<file path="src/rtl/irq_ctrl_pkg.sv">
// Shared types and constants for the interrupt controller.
// FSM state encoding plus default vector base/stride.
package irq_ctrl_pkg;

    typedef enum logic [1:0] {
        ST_IDLE    = 2'd0,
        ST_TAKE    = 2'd1,
        ST_SERVICE = 2'd2
    } irq_state_e;

    localparam logic [15:0] VEC_BASE_DEF   = 16'h0F80;
    localparam logic [15:0] VEC_STRIDE_DEF = 16'h0020;
    localparam int          IDX_W          = 4;

endpackage

</file>
<file path="src/rtl/irq_ctrl_prio_enc.sv">
// Fixed-priority encoder: highest set request index wins.
// any flags a non-empty request vector.
module irq_prio_enc
    import irq_ctrl_pkg::*;
#(
    parameter int NUM_SRC = 4
) (
    input  logic [NUM_SRC-1:0] req,
    output logic               any,
    output logic [IDX_W-1:0]   idx
);

    // Scan upwards so the last (highest) hit overrides lower ones.
    always_comb begin
        any = 1'b0;
        idx = '0;
        for (int i = 0; i < NUM_SRC; i++) begin
            if (req[i]) begin
                any = 1'b1;
                idx = IDX_W'(i);
            end
        end
    end

endmodule

</file>
<file path="src/rtl/irq_ctrl.sv">
// Interrupt controller: edge-latched sources, mask, priority take FSM.
// Define IRQ_SYNC_EN to insert a 2-flop synchronizer on src_in.
module irq_ctrl
    import irq_ctrl_pkg::*;
#(
    parameter int                 NUM_SRC    = 4,
    parameter int                 ADDR_W     = 16,
    parameter logic [ADDR_W-1:0]  VEC_BASE   = ADDR_W'(VEC_BASE_DEF),
    parameter logic [ADDR_W-1:0]  VEC_STRIDE = ADDR_W'(VEC_STRIDE_DEF),
    parameter logic [NUM_SRC-1:0] MASK_RST   = '1
) (
    input  logic               clk,
    input  logic               rst_n,
    input  logic [NUM_SRC-1:0] src_in,
    input  logic               accept_en,
    input  logic               ret,
    input  logic               mask_wr,
    input  logic [NUM_SRC-1:0] mask_data,
    output logic               irq_take,
    output logic [ADDR_W-1:0]  irq_vec,
    output logic [IDX_W-1:0]   irq_id,
    output logic               in_service,
    output logic [NUM_SRC-1:0] pending,
    output logic [NUM_SRC-1:0] mask
);

    irq_state_e         r_state;
    logic               r_take;
    logic [ADDR_W-1:0]  r_vec;
    logic [IDX_W-1:0]   r_id;
    logic               r_insvc;
    logic [NUM_SRC-1:0] r_pending;
    logic [NUM_SRC-1:0] r_mask;
    logic [NUM_SRC-1:0] r_prev;

    logic [NUM_SRC-1:0] w_src;
    logic [NUM_SRC-1:0] w_edge;
    logic [NUM_SRC-1:0] w_clr;
    logic               w_any;
    logic [IDX_W-1:0]   w_idx;
    logic               w_take;
    logic [ADDR_W-1:0]  w_slot;
    logic [ADDR_W-1:0]  w_vec;

`ifdef IRQ_SYNC_EN
    logic [NUM_SRC-1:0] r_sync1;
    logic [NUM_SRC-1:0] r_sync2;

    // Two-stage synchronizer for asynchronous request lines.
    always_ff @(posedge clk or negedge rst_n) begin
        if (!rst_n) begin
            r_sync1 <= '0;
            r_sync2 <= '0;
        end else begin
            r_sync1 <= src_in;
            r_sync2 <= r_sync1;
        end
    end

    assign w_src = r_sync2;
`else
    assign w_src = src_in;
`endif

    assign w_edge = w_src & ~r_prev;

    irq_prio_enc #(
        .NUM_SRC (NUM_SRC)
    ) u_enc (
        .req (r_pending & r_mask),
        .any (w_any),
        .idx (w_idx)
    );

    assign w_take = (r_state == ST_IDLE) && w_any && accept_en;
    assign w_clr  = w_take ? (NUM_SRC'(1) << w_idx) : '0;
    assign w_slot = ADDR_W'(NUM_SRC - 1) - ADDR_W'(w_idx);
    assign w_vec  = VEC_BASE + w_slot * VEC_STRIDE;

    // Edge sampling and pending latch; a new edge beats a same-cycle clear.
    always_ff @(posedge clk or negedge rst_n) begin
        if (!rst_n) begin
            r_prev    <= '0;
            r_pending <= '0;
        end else begin
            r_prev    <= w_src;
            r_pending <= (r_pending & ~w_clr) | w_edge;
        end
    end

    // Mask register; the take decision this cycle still sees the old value.
    always_ff @(posedge clk or negedge rst_n) begin
        if (!rst_n) begin
            r_mask <= MASK_RST;
        end else if (mask_wr) begin
            r_mask <= mask_data;
        end
    end

    // Take FSM with registered redirect outputs.
    always_ff @(posedge clk or negedge rst_n) begin
        if (!rst_n) begin
            r_state <= ST_IDLE;
            r_take  <= 1'b0;
            r_vec   <= '0;
            r_id    <= '0;
            r_insvc <= 1'b0;
        end else begin
            unique case (r_state)
                ST_IDLE: begin
                    if (w_take) begin
                        r_state <= ST_TAKE;
                        r_take  <= 1'b1;
                        r_vec   <= w_vec;
                        r_id    <= w_idx;
                        r_insvc <= 1'b1;
                    end
                end
                ST_TAKE: begin
                    r_state <= ST_SERVICE;
                    r_take  <= 1'b0;
                end
                ST_SERVICE: begin
                    if (ret) begin
                        r_state <= ST_IDLE;
                        r_insvc <= 1'b0;
                    end
                end
                default: begin
                    r_state <= ST_IDLE;
                    r_take  <= 1'b0;
                    r_insvc <= 1'b0;
                end
            endcase
        end
    end

    assign irq_take   = r_take;
    assign irq_vec    = r_vec;
    assign irq_id     = r_id;
    assign in_service = r_insvc;
    assign pending    = r_pending;
    assign mask       = r_mask;

endmodule

</file>
<file path="config.mk">
export PLATFORM = sky130hd
export DESIGN_NAME = irq_ctrl
export DESIGN_NICKNAME = d
export VERILOG_FILES = /design/src/rtl/irq_ctrl_pkg.sv /design/src/rtl/irq_ctrl_prio_enc.sv /design/src/rtl/irq_ctrl.sv
export SDC_FILE = /design/constraint.sdc
export NUM_CORES = 1
export LEC_CHECK = 0
export ABC_AREA = 1
export BUFFER_PORTS_ARGS = -buffer_cell sky130_fd_sc_hd__buf_2
export CAP_MARGIN = 20
export CORE_UTILIZATION = 40
export CTS_CLUSTER_SIZE = 12
export DETAILED_ROUTE_END_ITERATION = 8
export GPL_ROUTABILITY_DRIVEN = 1
export PLACE_DENSITY_LB_ADDON = 0.3
export SLEW_MARGIN = 0
export SYNTH_ARGS = -nofsm -noshare
export SYNTH_HDL_FRONTEND = slang
export SYNTH_SLANG_ARGS = --single-unit
</file>
<file path="constraint.sdc">
create_clock -name clk -period 1.2 [get_ports clk]
set_input_delay 0.06 -clock clk [delete_from_list [all_inputs] [get_ports clk]]
set_output_delay 0.06 -clock clk [all_outputs]
set_load 0.01 [all_outputs]
</file>
**Word level (Yosys, flattened, before mapping)**

Index checks and enable logic that the tools add are counted.
W data, S select, Z words.

- Memory bits (read-only): 0
- Logic and storage cells: 45
- Input port bits: 13
- Bits in latches: 0
- Memories kept: 0
- Memory bits (writable): 0
- Register bits after elaboration: 36

- Divide/modulo/power cells: 0
- $add $sub $neg: 2
- Reduce and logical (&&, ||, !) cells: 7
- Mux-type cells: 15
- Order comparisons: 0
- Multiply operators: 0
- Equal/unequal tests: 4
- Shift operators: 1
- Bitwise logic cells: 8

Operators by type and width:

| kind | count |
|---|---|
| $add A13 B8 Y14 const A | 1 |
| $and A4 B4 Y4 | 3 |
| $mux W2 | 4 |
| $not A4 Y4 | 2 |
| $mux W1 | 7 |
| $pmux W2 S3 | 1 |
| $reduce_and A2 Y1 | 3 |
| $mux W4 | 1 |
| $ne A2 B2 Y1 const B | 2 |
| $or A4 B4 Y4 | 1 |
| $shl A1 B4 Y4 const A | 1 |
| $pmux W1 S3 | 1 |
| $reduce_and A3 Y1 | 1 |
| $sub A2 B2 Y3 const A | 1 |
| $eq A2 B1 Y1 const B | 1 |
| $eq A2 B2 Y1 const B | 1 |
| $logic_and A1 B1 Y1 | 2 |
| $logic_not A2 Y1 | 1 |
| $not A1 Y1 | 2 |
| $pmux W1 S2 | 1 |

**Logic depth before layout (Yosys ltp)**

- Depth in word-level cells: 11
- Mapped depth: 7
- Mapped depth without buffers: 7

**Hierarchy**

From an unflattened synthesis, not the netlist that was laid out.

- Cells, all modules: 128
- Area, all modules: 1224.9 µm²

By module, submodules not included:

| module | times used | area an instance (µm²) | cells each |
|---|---|---|---|
| irq_ctrl | 1 | 1173.6 | 117 |
| irq_prio_enc | 1 | 51.3 | 11 |

**Worst setup path before layout**

No wires, ideal clock.

- Path type: flip-flop to flip-flop
- Start: register r_mask[2] (netlist: mask[2])
- End: register r_id[0] (netlist: irq_id[0])
- Data arrival time: 1032 ps
- Data required time: 1075 ps
- Path buffers: 0
- Path slack: 43 ps
- Cell stages (with the launch flop): 8
- Setup time: 125 ps
- Cells stage by stage: dfstp_2 nand2_2 nand2_4 inv_4 nand2_4 nand2_4 nand2_1 o21ai_2

- Cells in the longest elaborated chain, start to end: 6
- Elaborated cells on any way between the ends: 8
- Those cells by class: 4 x mux; 1 x bitwise; 3 x reduce/logical

RTL lines:

| item | RTL line | text |
|---|---|---|
| from (decl) | irq_ctrl.sv:33 | `logic [NUM_SRC-1:0] r_mask;` |
| from (signal assigned) | irq_ctrl.sv:96 | `r_mask <= mask_data;` |
| $and A4 B4 Y4 (*) | irq_ctrl.sv:70 | `.req (r_pending & r_mask),` |
| $mux W1 (2 in a row) | irq_ctrl_prio_enc.sv:18 | `if (req[i]) begin` |
| $logic_and A1 B1 Y1 (2 in a row) | irq_ctrl.sv:75 | `assign w_take = (r_state == ST_IDLE) && w_any && accept_en;` |
| $reduce_and A2 Y1 (no source line) | - |  |
| to (signal assigned) | irq_ctrl.sv:115 | `r_id <= w_idx;` |
| to (decl) | irq_ctrl.sv:30 | `logic [IDX_W-1:0] r_id;` |

Mark *: on every way between the ends. The rest lies on a longest branch, timed or not.
A chain may end at the register's enable or synchronous reset.

**Worst setup path in the final report**

Ends and elaborated chain as after synthesis.

==> metrics.md <==
| Metric | Value |
|---|---|
| Status | `finished, final reports clean` |
| Antenna Nets Post-Route | `0` |
| Setup crit end kind | `flop` |
| CTS tree | `done` |
| Cells along the critical path | `nand2_4 > nand2_4 > inv_4 > nand2_4 > nand2_8 > nand2_1 > o21ai_2` |
| Buf+Inv Stages, Crit Path | `1` |
| Most frequent cells after synthesis | `dfrtp_1 (17), buf_4 (15), nand2_1 (15)` |
| Routed WL | `1760 um` |
| Cell Pwr Density | `1700 mW/mm^2` |
| Number of enable flip-flop cells after synthesis | `0` |
| Global Route met2 Usage | `25.3%` |
| Net load switching power | `813 uW` |
| Total global routing overflow | `0` |
| Fmax | `0.843 GHz` |
| GR Layer Usage met3 | `4.09%` |
| Post-route setup TNS | `0 ps` |
| Count of warnings emitted by yosys | `0` |
| WHS Path Cells | `3` |
| Post-synth top area share | `43.4%` |
| Comb pwr share | `roughly two fifths` |
| First-pass GRT wire length | `2770 um` |
| H-tree depth | `1` |
| Cell family with most CP delay | `flip-flops` |
| Synth top area cells | `dfrtp_1 (43%), buf_4 (11%), dfstp_2 (11%)` |
| CP arrival | `~1400 ps` |
| Fin. Hold Viols | `0` |
| Synth unique cells | `21` |
| Crit path required time | `1390 ps` |
| Hpwl dp | `1180 um` |
| CP Depth | `7` |
| Int Power | `1.39 mW` |
| RSZ-0062 raised after global routing | `true` |
| TritonCTS buffer count | `3` |
| Period minus WS final | `roughly 1200 ps` |
| Yosys top cell by area | `dfrtp_1` |
| Routability cong. | `0.748` |
| Clock skew | `1.13 ps` |
| Register area share after synthesis | `between 50% and 60%` |
| I/O Pins | `43` |
| Placement Rows | `17` |
| Clock sinks | `21` |
| GRT met1 Usage | `between 10% and 20%` |
| Critical path class | `reg2reg` |
| Clock power share | `14.8%` |
| Slowest-stage cell, CP | `dfstp_2` |
| Die width | `51.5 um` |
| Vias in the first global route | `around 680` |
| Tcrit/Tclk final | `a little over nine tenths` |
| Gr usage total | `14.5%` |
| Average routed wire per standard cell | `~10 um` |
| Cells after Synth | `between 90 and 100` |
| Die footprint | `0.00265 sq mm` |
| R2R cell count | `7` |
| Ys async rst share | `100%` |
| Core Region | `0.00225 sq mm` |
| Post-route DRC | `0` |
| Most used routing layer | `met2` |
| CTS max path bufs | `2` |
| IO buf count | `31` |
| CTS clock-pin slew for the worst setup and hold paths | `110 ps` |
| Synthesized area per cell | `10.3 sq um` |
| Fillers | `203` |
| Initial antenna violation count | `0` |
| Min-Delay Path Class | `in2reg` |
| Mapped cell area | `slightly below 0.001 sq mm` |
| Die height | `between 50 and 60 um` |
| Antenna cells | `0` |
| Setup crit start kind | `flop` |
| Min Hold Slack | `19.2 ps` |
| Max_cap viols | `0` |
| Sw Share | `36.9%` |
| CP Max Fanout | `8` |
| TritonRoute pass-1 iters | `4` |
| Critical path's most frequent cell | `nand2_4` |
| Via density | `4.35` |
| Peak supply drop | `0.000813 V` |
| Final setup vio count | `0` |
| Share of post-route cells with drive strength above 1 | `42.9%` |
| Most numerous cell in the Yosys netlist | `dfrtp_1` |
| Layout area overhead | `32.4%` |
| CTS root buf | `clkbuf_4` |
| Skew-Pair Late Insertion Delay | `290 ps` |
| Seq pwr share | `approximately 47%` |
| Fin. max-slew vios | `0` |
| Largest net degree at the start of global routing | `22` |
| Initial DRC count | `9` |
| Post-synthesis register bit count | `21` |
| Via count | `730` |
| Worst path max stage delay | `around 590 ps` |
| Ys flop type | `dfrtp_1` |
| Initial core utilization | `a little over two fifths` |
| Static leakage | `0.667 nW` |
| NumNets Final | `154` |
-- power by group through the flow --
stage,clock network [mW],registers [mW],logic (mW)
2_1_floorplan,0,1.10,0.455
3_3_place_gp,0,1.03,0.745
3_5_place_dp,0,1.03,0.761
4_1_cts,0.350,1.02,0.793
5_1_grt,0.370,1.05,0.940
6_report,0.326,1.03,0.843
-- worst reg2reg max path: cells and delay by family, from the launching register on --
family / cells / cell delay [ps]
AOI/OAI and AO/OA: 1 / 50
DFF: 1 / 590
buffers and inverters: 1 / 50
and+or+nand+nor: 5 / 380
-- cells by family (layout without fill, tap and decap cells) --
kind of cell	Yosys count	in the layout	share of synthesized area [%]
mux	3	3	3.44
buf+inv	26	61	15.9
compound gates	11	11	6.38
other cells	1	11	0.382
simple gates	33	33	19.8
flops	21	21	54.1
-- registers in the layout (all words and copies together) (netlist names) --
register,flops
in_service,1
irq_id,2
irq_take,1
irq_vec,3
mask,4
pending,4
r_prev,4
r_state,2
-- metrics by stage --
stage	total power, mW	cell area (sq um)	std cells	worst slack, ps	util (%)
after floorplan	1.55	1020	105	43.4	-
final	2.20	1300	168	13.1	57.6
after global routing	2.37	1300	168	-31.9	57.6
after detailed placement	1.79	1100	150	25.5	48.9
after CTS	2.16	1240	165	1.95	55.0
after global placement	1.78	1100	150	62.4	48.9
-- path summary, 6_finish.rpt --
path,start,endpoint,slack [ps]
hold reg to reg,r_prev[3]$_DFF_PN0_,pending[3]$_DFF_PN0_,420
hold / removal,ret,r_state[1]$_DFFE_PN0P_,20
min in group asynchronous,rst_n,r_state[1]$_DFFE_PN0P_,240
setup reg to reg,mask[2]$_DFFE_PN1P_,irq_id[0]$_DFFE_PN0P_,10
max in group asynchronous,rst_n,mask[0]$_DFFE_PN1P_,610
setup / recovery,mask[2]$_DFFE_PN1P_,irq_id[0]$_DFFE_PN0P_,10
-- cell type report --
class                   instances  area (sq um)  area share (%)
multi-input cells              58           359            27.6
flip-flops and latches         21           531            40.8
well taps                      28          35.0            2.70
inverters                      11          43.8            3.37
repair buffers                 46           304            23.4
clock buffers                   4          26.3            2.02
-- layout by cell type (no fill, tap or decap), drive strengths merged --
cell type,instances
buf,35
nand2,23
dfrtp,17
conb,11
dlygate4sd3,11
inv,11
o21ai,9
nor2,6
dfstp,4
clkbuf,4
mux2,3
nand3,2
nand4,1
o21a,1
a31oi,1
or2,1
-- metal layers --
| metal | wire length (um) | part of all wire, % |
|---|---|---|
| met1 | 718 | 41 |
| met4 | 12 | 0.68 |
| met2 | 921 | 52 |
| met5 | 0 | 0 |
| met3 | 107 | 6.1 |
-- timing repair --
item / CTS / global route
hold endpoints to repair: 29 / 0
resized for setup: 0 / 9
setup endpoints to repair: 0 / 7
setup buffers: 0 / 3
hold buffers: 11 / 0
(Power assumes the default switching activity.)
